**config.mk**
```make
export PLATFORM = sky130hd
export DESIGN_NAME = cache_opr_sched
export DESIGN_NICKNAME = d
export VERILOG_FILES = /design/src/rtl/cache_opr_sched.sv
export SDC_FILE = /design/constraint.sdc
export NUM_CORES = 1
export LEC_CHECK = 0
export ABC_AREA = 1
export CORE_UTILIZATION = 48
export CTS_BUF_LIST = sky130_fd_sc_hd__clkbuf_8
export DETAILED_ROUTE_END_ITERATION = 12
export PLACE_DENSITY = 0.77
export SLEW_MARGIN = 20
export SYNTH_ARGS = -nofsm -noshare
export SYNTH_HDL_FRONTEND = slang
export SYNTH_SLANG_ARGS = --single-unit
export TNS_END_PERCENT = 100
```
**constraint.sdc**
```tcl
create_clock -name clk -period 2.01 [get_ports clk]
set_input_delay 0.3015 -clock clk [delete_from_list [all_inputs] [get_ports clk]]
set_output_delay 0.3015 -clock clk [all_outputs]
set_load 0.02 [all_outputs]
```
**src/rtl/cache_opr_sched.sv**
```systemverilog
// Round-robin owner of the serial cache operation pipeline.
// Launches each stage in turn and aborts a stage that never reports done.
module cache_opr_sched #(
  parameter int NUM_REQ       = 4,
  parameter int NUM_STAGES    = 8,
  parameter int STAGE_TIMEOUT = 32,
  localparam int IDW = $clog2(NUM_REQ),
  localparam int SW  = (NUM_STAGES > 1) ? $clog2(NUM_STAGES) : 1
) (
  input  logic                  clk,
  input  logic                  rstb,
  input  logic [NUM_REQ-1:0]    req,
  output logic [NUM_REQ-1:0]    gnt,
  output logic [IDW-1:0]        gnt_id,
  output logic [NUM_STAGES-1:0] stage_start,
  input  logic [NUM_STAGES-1:0] stage_done,
  output logic [SW-1:0]         cur_stage,
  output logic                  busy,
  output logic                  opr_finished,
  output logic                  timeout_err,
  output logic [SW-1:0]         abort_stage
);

  typedef enum logic [1:0] {
    S_IDLE,
    S_LAUNCH,
    S_WAIT,
    S_FINISH
  } state_t;

  state_t                  state;
  logic [IDW-1:0]          ptr;
  logic [7:0]              timer;
  logic                    aborted;

  logic [NUM_REQ-1:0]      win_oh;
  logic [IDW-1:0]          win_id;
  logic                    win_vld;
  logic [IDW:0]            idx;
  logic [NUM_STAGES-1:0]   cur_oh;
  logic                    done_cur;
  logic                    last_stage;
  logic                    tmo;

  // first requester at or above ptr, wrapping at NUM_REQ
  always_comb begin
    win_id  = '0;
    win_vld = 1'b0;
    idx     = '0;
    for (int i = 0; i < NUM_REQ; i++) begin
      idx = {1'b0, ptr} + (IDW+1)'(i);
      if (idx >= (IDW+1)'(NUM_REQ))
        idx = idx - (IDW+1)'(NUM_REQ);
      if (!win_vld && req[idx[IDW-1:0]]) begin
        win_vld = 1'b1;
        win_id  = idx[IDW-1:0];
      end
    end
    win_oh = win_vld ? (NUM_REQ'(1) << win_id) : '0;
  end

  assign cur_oh     = NUM_STAGES'(1) << cur_stage;
  assign done_cur   = |(stage_done & cur_oh);
  assign last_stage = cur_stage == SW'(NUM_STAGES-1);
  assign tmo        = timer == 8'(STAGE_TIMEOUT-1);

  always_ff @(posedge clk or negedge rstb) begin
    if (!rstb) begin
      state       <= S_IDLE;
      ptr         <= '0;
      timer       <= '0;
      aborted     <= 1'b0;
      gnt         <= '0;
      gnt_id      <= '0;
      cur_stage   <= '0;
      abort_stage <= '0;
    end else begin
      unique case (state)
        S_IDLE: begin
          if (win_vld) begin
            state     <= S_LAUNCH;
            gnt       <= win_oh;
            gnt_id    <= win_id;
            cur_stage <= '0;
            aborted   <= 1'b0;
          end
        end
        S_LAUNCH: begin
          state <= S_WAIT;
          timer <= '0;
        end
        S_WAIT: begin
          if (done_cur) begin
            if (last_stage) begin
              state <= S_FINISH;
            end else begin
              cur_stage <= cur_stage + 1'b1;
              state     <= S_LAUNCH;
            end
          end else if (tmo) begin
            abort_stage <= cur_stage;
            aborted     <= 1'b1;
            state       <= S_FINISH;
          end else begin
            timer <= timer + 1'b1;
          end
        end
        S_FINISH: begin
          state     <= S_IDLE;
          gnt       <= '0;
          cur_stage <= '0;
          ptr       <= (gnt_id == IDW'(NUM_REQ-1)) ? '0
                     : gnt_id + 1'b1;
        end
        default: state <= S_IDLE;
      endcase
    end
  end

  assign busy         = state != S_IDLE;
  assign opr_finished = state == S_FINISH;
  assign timeout_err  = opr_finished & aborted;
  assign stage_start  = (state == S_LAUNCH) ? cur_oh : '0;

endmodule

```
==> flow_summary.yaml <==
sta:
  layout_worst_path_cycle_share_pct: 95.1
  rsz0062_at_grt: "no"
  tightest_slew_ns: 0.343
  relSlewSlack_pct: 77.0
  fin_setup_tns_ns: 0
  holdWs_ns: 0.386
  finalHoldViolations: 0
  setup_violations: 0
  fin_skew_ns: 0.00612
  period_minus_slack_ns: 1.91
  fmax_mhz: 523
  worst_slack_ns: 0.0995
  slew_viol_final: 0
yosys:
  synth.area.top_cells: "dfrtp_1 (36%), nand2_1 (17%), inv_1 (6.8%), ha_1 (5.7%), nand3_1 (5.4%)"
  synth_cell_types: 27
  synth.ff_latch_count: 25
  ys_warn_count: 0
  yosysTopAreaCell: "dfrtp_1"
  yosysSeqAreaShare_pct: 35.6
  synth_area_mm2: 0.00176
  synth_fp_nets: 270
  netlist_instances: 248
  avgSynthCellArea_um2: 7.09
  post-synth-top-area-fraction_pct: 35.6
floorplan:
  fp.dieH_um: 62.5
  fp.dieW_um: 62.5
  core-area_mm2: 0.00342
  rows: 21
  dieArea_mm2: 0.00391
  ios: 37
  start_util_pct: 51.5
clock_tree:
  cts_buffers: 3
  cts_tree: "built"
  clkSinkCount: 25
  post_cts_resized: 8
  clk_latency_ns: 0.27
  clockBufferDepth: 2
  htreeDepth: 1
  clk_pin_slew_ns: 0.09
  ctsHoldBuffers: 0
  cts_root_buffer: "clkbuf_8"
  post-cts-setup-buffers: 0
final_layout:
  final_nets: 312
  drive_gt1_share_pct: 12.5
  syn_to_final_growth_pct: 26.2
  fin_cells: 335
  n_antenna_cell: 0
  n_fill_cell: 321
  finish.utilization_pct: 65.0
  fin_area_mm2: 0.00222
placement:
  finalWeightedCongestion: 0.862
  io_buffers: 36
  placedCellCount: 331
  placed_area_mm2: 0.00218
  place_ws_ns: 0.0894
  place_hpwl_um: 2830
worst_setup_path:
  cp-start-kind: "flip-flop"
  crit_top_cell: "inv_1"
  path_cells: "inv_1 -> ha_1 -> inv_1 -> nor3_1 -> dlygate4sd2_1"
  critical_path_buf_inv_count: 3
  critPathMaxStageDelay_ns: 0.44
  worstSetupEndpointType: "output pin"
  startpoint: "cur_stage[0]"
  crit_fanout: 5
  critPathSlowestCell: "dfrtp_1"
  arrival_ns: 1.61
  rr_startpoint: "cur_stage[0]"
  critPathRequiredTime_ns: 1.71
  path_class: "reg -> out"
  path_delay_family: "buffers and inverters"
power_and_ir_drop:
  leakagePower_nw: 1.15
  powerDensity_mw_per_mm2: 1230
  p_sw_mw: 1.37
  swShare_pct: 50.1
  pwr-share-clk_pct: 10.7
  p_seq_share_pct: 26.9
  finalPower_mw: 2.73
  share_comb_of_total_power_pct: 62.4
  peakVddDrop_mv: 0.591
  power.internal_mw: 1.36
routing:
  drt_iter0_drc: 82
  vias: 1655
  routed_wl_um: 3560
  antenna_left: 0
  drc: 0
  firstDrtPassIters: 4
  via_per_inst: 4.94
  wl_per_cell_um: 10.6
grt:
  antenna_found_initial: 0
  grt_usage_pct: 19.9
  grt_max_degree: 26
  grt_pass1_wl_um: 6350
  grt_remaining_overflow: 0
  grt_pass1_vias: 1482
hold_path:
  hold_path_class: "in -> async"
run:
  maxCapViolCount: 0
run_status:
  status: "finished clean"
[final cells by class]
type | count | area [um^2] | area share (%)
Clock buffer | 3 | 41.3 | 1.86
Clock inverter | 1 | 5.00 | 0.225
Inverter | 37 | 141 | 6.37
Multi-Input combinational cell | 183 | 970 | 43.7
Sequential cell | 25 | 626 | 28.2
Tap cell | 46 | 57.6 | 2.59
Timing Repair Buffer | 40 | 379 | 17.1
[routing by layer]
metal | vias up | part of all wire, % | track usage, %
met5 | - | 0 | 0
met4 | 0 | 1.0 | 5.23
met3 | 5 | 4.7 | 3.28
met2 | 39 | 48 | 34.2
met1 | 755 | 47 | 25.8
li1 | 856 | - | -
[layout by cell type, fill, tap and decap left out, types with 8 or more instances in the layout]
master            n
nand2_2           8
nor2_1           20
nor3_1            9
ha_1              8
nand2_1          80
dfrtp_1          25
nand3_1          19
o21ai_1          10
inv_1            32
clkdlybuf4s50_1  28
[kinds of logic after synthesis]
kind of cell / count (synthesis) / synth area share, %
AOI/OAI and AO/OA: 18 / 5.48
adders and majority gates: 8 / 5.69
DFF: 25 / 35.6
buffers and inverters: 40 / 9.32
xor gates and xnor gates: 4 / 1.99
and+or+nand+nor: 153 / 42.0
[synth_stat cells, drive strengths merged]
library cell / instances
buf: 2
a21oi: 2
and3: 1
nand2: 93
nand3: 24
nor2: 22
o31ai: 1
clkbuf: 1
nor3: 10
inv: 37
dfrtp: 25
ha: 8
o21ai: 15
xor2: 3
xnor2: 1
nand4: 3
[worst paths after layout]
kind / to / slack [ns] / cells past startpoint
worst max-delay path: stage_start[2] / 0.1 / 5
worst min-delay path: gnt[3] / 0.39 / 2
worst max register to register: timer[6] / 0.18 / 11
worst min register to register: gnt[2] / 0.49 / 2
max in group asynchronous: abort_stage[2] / 1.38 / 2
min in group clk: gnt[2] / 0.49 / 2
[state kept, by name (all words and copies together) (netlist names)]
signal / cells
ptr: 2
aborted: 1
cur_stage: 3
gnt_id: 2
timer: 8
abort_stage: 3
state: 2
gnt: 4
[power by group through the flow]
stage / logic, mW / clock network [mW] / registers [mW]
6_report: 1.71 / 0.291 / 0.735
4_1_cts: 1.72 / 0.299 / 0.736
2_1_floorplan: 1.24 / 0 / 0.782
5_1_grt: 1.92 / 0.325 / 0.761
3_3_place_gp: 1.71 / 0 / 0.745
3_5_place_dp: 1.73 / 0 / 0.746
No activity file was read; power rests on OpenSTA's default activity.
==> patch 1, RTL diff (config.mk and constraints unchanged) <==
The parameter `NUM_STAGES` goes from 8 to 16.
--- a/src/rtl/cache_opr_sched.sv
+++ b/src/rtl/cache_opr_sched.sv
@@ -3,5 +3,5 @@
 module cache_opr_sched #(
   parameter int NUM_REQ       = 4,
-  parameter int NUM_STAGES    = 8,
+  parameter int NUM_STAGES    = 16,
   parameter int STAGE_TIMEOUT = 32,
   localparam int IDW = $clog2(NUM_REQ),
Interface: changed (resized abort_stage, cur_stage, stage_done and stage_start); port bits go from 37 to 55. No check against the original RTL was run, so the function may have changed too.
==> patch 1 against the original RTL <==
  * Clock skew shrank 0.0044 ns
  * Critical endpoint is now stage_start[14]
  * Clock power grew 16%
  * Critical path depth stayed put
  * Worst setup slack worse by 0.015 ns
  * Sequential cell count is 2 higher
  * Non-clock buffer count up 34
  * Critical path type unchanged
  * Cell area increased by 22%
  * First-iteration DRC count is 35% higher
  * Routed wire length is 40% higher
  * Synthesized area is 14% higher
  * Total power is 2.5% higher
  * Final cell count rose by 19%
==> patch 1: results (changes against the original RTL) <==
- Multi-input comb cells: 205 (+12%)
- Largest net degree at the start of global routing: 28 (+7.7%)
- First-pass GRT wire length: 7930 µm (+25%)
- Non-Clock Buffer Count: 74 (+85%)
- Slowest stage delay, CP: 0.42 ns (-0.02 ns)
- Detail Placement HPWL: 3730 µm (+32%)
- CP top delay family: buffers and inverters
- Post-Layout Cell Count: 397 (+19%)
- Max VDD drop: 0.836 mV (+41%)
- Final #Nets: 378 (+21%)
- Syn Nets: 309 (+14%)
- Vias in the first global route: 1775 (+20%)
- Clock buf/inv share: 1.85% (-0.24 points)
- Initial DRC Count: 111 (+35%)
- Clk_lat worst skew: 0.28 ns
- Flop pwr share: 27.9% (+1.0 points)
- Clock Skews: 0.00170 ns (-0.00442 ns)
- Invs w/o clock: 37 (unchanged)
- Sequential-to-total area share from yosys stat: 33.7% (-1.9 points)
- Clk pwr share: 12.1% (+1.4 points)
- Sw Pwr: 1.37 mW (-0.22%)
- Seq. cell area: 677 µm² (+8.2%)
- Commonest cells in the synthesized netlist: 81 x nand2_1, 33 x inv_1, 27 x dfrtp_1
- Leakage: 1.43 nW (+24%)
- NonClk Buf Share: 23.6% (+6.5 points)
- Synth Area per Inst: 7.19 µm² (+1.3%)
- Multi-input gate area: 0.00114 mm² (+18%)
- Outcome: finished, final reports clean
- WL final: 4980 µm (+40%)
- Fillers: 361 (+12%)
- DP Cell Count: 391 (+18%)
- Synth top area cells: dfrtp_1 34%, nand2_1 15%, nand4_1 6.9%
- Tot GR Track Use: 23.0% (+3.1 points)
- Slew @ Worst Pin: 0.358 ns (+0.0151 ns)
- Seq Cell Count: 27 (+8.0%)
- GPL Wtd Cong: 0.825 (-4.2%)
- PortBufs: 54 (+50%)
- Share of layout cells above drive strength 1: 19.3% (+6.9 points)
patch 1: cell families after synthesis:
group	synth area share (%)
AND/OR/NAND/NOR	44.3
buffers and inverters	10.7
flip-flops	33.7
AO/OA/AOI/OAI	3.74
adder cells (fa/ha/maj)	4.99
XOR/XNOR	2.62
patch 1: through the flow:
| stage | hold WS, ns | util, % | area (µm²) | total power, mW | setup WS, ns |
|---|---|---|---|---|---|
| 2_1_floorplan | 0.00591 | - | 2010 | 1.85 | 0.0787 |
| 3_3_place_gp | 0.471 | 67.1 | 2680 | 2.38 | 0.0293 |
| 3_5_place_dp | 0.486 | 67.1 | 2680 | 2.41 | 0.00670 |
| 4_1_cts | 0.401 | 68.0 | 2720 | 2.75 | 0.000309 |
| 5_1_grt | 0.440 | 67.8 | 2710 | 3.04 | -0.0286 |
| 6_report | 0.383 | 67.8 | 2710 | 2.80 | 0.0841 |
patch 1: what timing repair did:
item / 4_1_cts / 5_1_grt
endpoints found under the setup margin: 16 / 34
pin swaps: 0 / 3
hold buffers: 0 / 0
setup buffers: 0 / 2
resized for setup: 21 / 49
patch 1: worst paths after layout:
path,startpoint,to,slack (ns),depth (start not counted)
hold reg to reg,abort_stage[3],abort_stage[3],0.50,2
min in group clk,abort_stage[3],abort_stage[3],0.50,2
max in group asynchronous,rstb,ptr[0],1.34,2
hold / removal,rstb,abort_stage[2],0.38,2
setup / recovery,cur_stage[0],stage_start[14],0.08,5
setup reg to reg,cur_stage[0],state[0],0.09,12
patch 1: per-layer routing:
metal  GRT usage (%)  routed length (µm)
met4            4.79                  49
met1            32.2                2370
met5               0                   0
met3            2.57                 229
met2            38.1                2330
==> patch 2, RTL diff (same flow settings) <==
Made on the original files. Put a register stage on the output `timeout_err`, without a reset. The value now appears one clock later. The other outputs are not delayed to match.
--- a/src/rtl/cache_opr_sched.sv
+++ b/src/rtl/cache_opr_sched.sv
@@ -120,5 +120,7 @@
   assign busy         = state != S_IDLE;
   assign opr_finished = state == S_FINISH;
-  assign timeout_err  = opr_finished & aborted;
+  always_ff @(posedge clk) begin
+    timeout_err <= opr_finished & aborted;
+  end
   assign stage_start  = (state == S_LAUNCH) ? cur_oh : '0;
 
Behaviour: no difference found for any inputs over 10 cycles, from zero or initial values and one cycle with rstb low; that may be too few to reach the edited logic, so the function may still have changed.
==> patch 2 against the original RTL <==
  * Final cell count down 3.6%
  * Cell area down 2.8%
  * Synthesized area down 4.8%
  * Total power down 3.2%
  * Via count down 2.5%
  * Routed wire length up 0.59%
  * Sequential power up 2%
  * Sequential cell count up 1
  * Worst setup slack worse by 0.014 ns
  * Die area down 4.7%
  * Critical endpoint is now stage_start[6]
==> patch 2: results (changes against the original RTL) <==
- Post-Synth XOR/XNOR Area: 2.62% (+0.62 points)
- Hold WC Path Type: input port to asynchronous set/reset pin
- Top flop regs: timer (8), gnt (4)
- Setup crit start: cur_stage[0]
- Initial DRC Count: 91 (+11%)
- Post-Synth Adder-Cell Area: 5.98% (+0.29 points)
- Pre-CTS WS: 0.109 ns (+0.0195 ns)
- Post-synthesis compound-gate area fraction: 7.10% (+1.6 points)
- Detail Placement HPWL: 2790 µm (-1.2%)
- Avg Vias per Cell: 4.99 (+1.1%)
- R2R cell count: 8 (-3)
- Combinational power: 1.47 mW (-14%)
- Worst Path Arrival: 1.62 ns
- Syn Nets: 259 (-4.1%)
- Commonest cells in the synthesized netlist: 80 x nand2_1, 28 x nand3_1, 25 x dfrtp_1, 25 x inv_1, 19 x nor2_1
- Reg2Reg Capture Point: abort_stage[0]
- Clock Skews: 0.00317 ns (-0.00295 ns)
- PortBufs: 36 (unchanged)
- Setup Buffers After CTS: 0 (unchanged)
- Final #Nets: 300 (-3.8%)
- Share of layout cells above drive strength 1: 8.66% (-3.8 points)
- Power Clock: 433 µW (+49%)
- Invs w/o clock: 28 (-24%)
- Flop-to-flop setup slack: 0.19 ns
- Sw Share: 45.7% (-4.5 points)
- Fillers: 294 (-8.4%)
- CP top delay family: buffers and inverters
- Die Width: 61.1 µm (-2.4%)
- NonClk Buf Share: 18.3% (+1.2 points)
- First-pass GRT wire length: 5830 µm (-8.2%)
- Outcome: finished, final reports clean
- Clock buf/inv share: 3.31% (+1.2 points)
- Yosys reg bits: 26 (+4.0%)
- Netlist cell types: 27 (unchanged)
- Clock transition at the registers of the reported paths: 0.09 ns (about the same)
- Largest net degree at the start of global routing: 26 (unchanged)
- Synth Flop Type: dfrtp_1
- Slowest stage delay, CP: 0.43 ns
- CTS Buf Count: 3 (unchanged)
- Synth top area cells: dfrtp_1 37%, nand2_1 18%, nand3_1 8.4%
- Non-Clock Buffer Count: 42 (+5.0%)
- CTS H-Tree Depth: 1 (unchanged)
- Combinational Power Share: 55.4% (-7.0 points)
- Crit path max fanout: 5 (unchanged)
- GPL Wtd Cong: 0.869 (+0.85%)
- WL final: 3580 µm (+0.59%)
- Slew HR: 78.2% (+1.2 points)
- Clk_lat worst skew: 0.27 ns (about the same)
- Fraction of area in registers: 29.9% (+1.7 points)
- Multi-input gate area: 883 µm² (-8.9%)
- Drt first pass iters: 4 (unchanged)
- Tot GR Track Use: 20.6% (+0.68 points)
- Max VDD drop: 0.597 mV (+0.94%)
- Vias in the first global route: 1389 (-6.3%)
- Leakage: 1.12 nW (-2.9%)
- Async S/R FF share, synth: 96.2% (-3.8 points)
- Multi-input comb cells: 177 (-3.3%)
- Initial antenna violation count: 0 (unchanged)
- Sequential-to-total area share from yosys stat: 38.6% (+3.0 points)
[patch 2: metrics by stage]
| stage | area, µm² | util, % | hold slack (ns) | std cells |
|---|---|---|---|---|
| finish | 2160 | 64.6 | 0.390 | 323 |
| floorplan | 1670 | - | 0.00591 | 237 |
| CTS | 2160 | 64.7 | 0.395 | 323 |
| detailed placement | 2100 | 62.8 | 0.480 | 319 |
| global placement | 2100 | 62.8 | 0.463 | 319 |
| global route | 2160 | 64.6 | 0.428 | 323 |
[patch 2: cell families after synthesis]
| family | after synthesis |
|---|---|
| buffers and inverters | 34 |
| and+or+nand+nor | 143 |
| DFF | 26 |
| AOI/OAI and AO/OA | 21 |
| xor gates and xnor gates | 5 |
| adders and majority gates | 8 |
[patch 2: how the worst max path moves through the flow]
| stage | end | slack (ns) | cells after the start |
|---|---|---|---|
| 2_1_floorplan | stage_start[2] | 0.25 | 4 |
| 3_3_place_gp | stage_start[6] | 0.13 | 5 |
| 3_5_place_dp | stage_start[2] | 0.11 | 5 |
| 4_1_cts | opr_finished | 0.07 | 3 |
| 5_1_grt | stage_start[7] | 0.004 | 5 |
| 6_report | stage_start[6] | 0.09 | 5 |
[patch 2: metal layers]
metal / global-route usage, % / vias up / part of all wire, %
met5: 0 / - / 0
met4: 6.82 / 0 / 1.3
met3: 2.31 / 4 / 4.0
met2: 35.4 / 44 / 45
met1: 27.0 / 724 / 49
li1: - / 841 / -
[patch 2: repair_timing]
item | CTS | global route
gates cloned | 0 | 0
gates resized for setup | 8 | 4
setup endpoints to repair | 8 | 2
hold endpoints to repair | 0 | 0
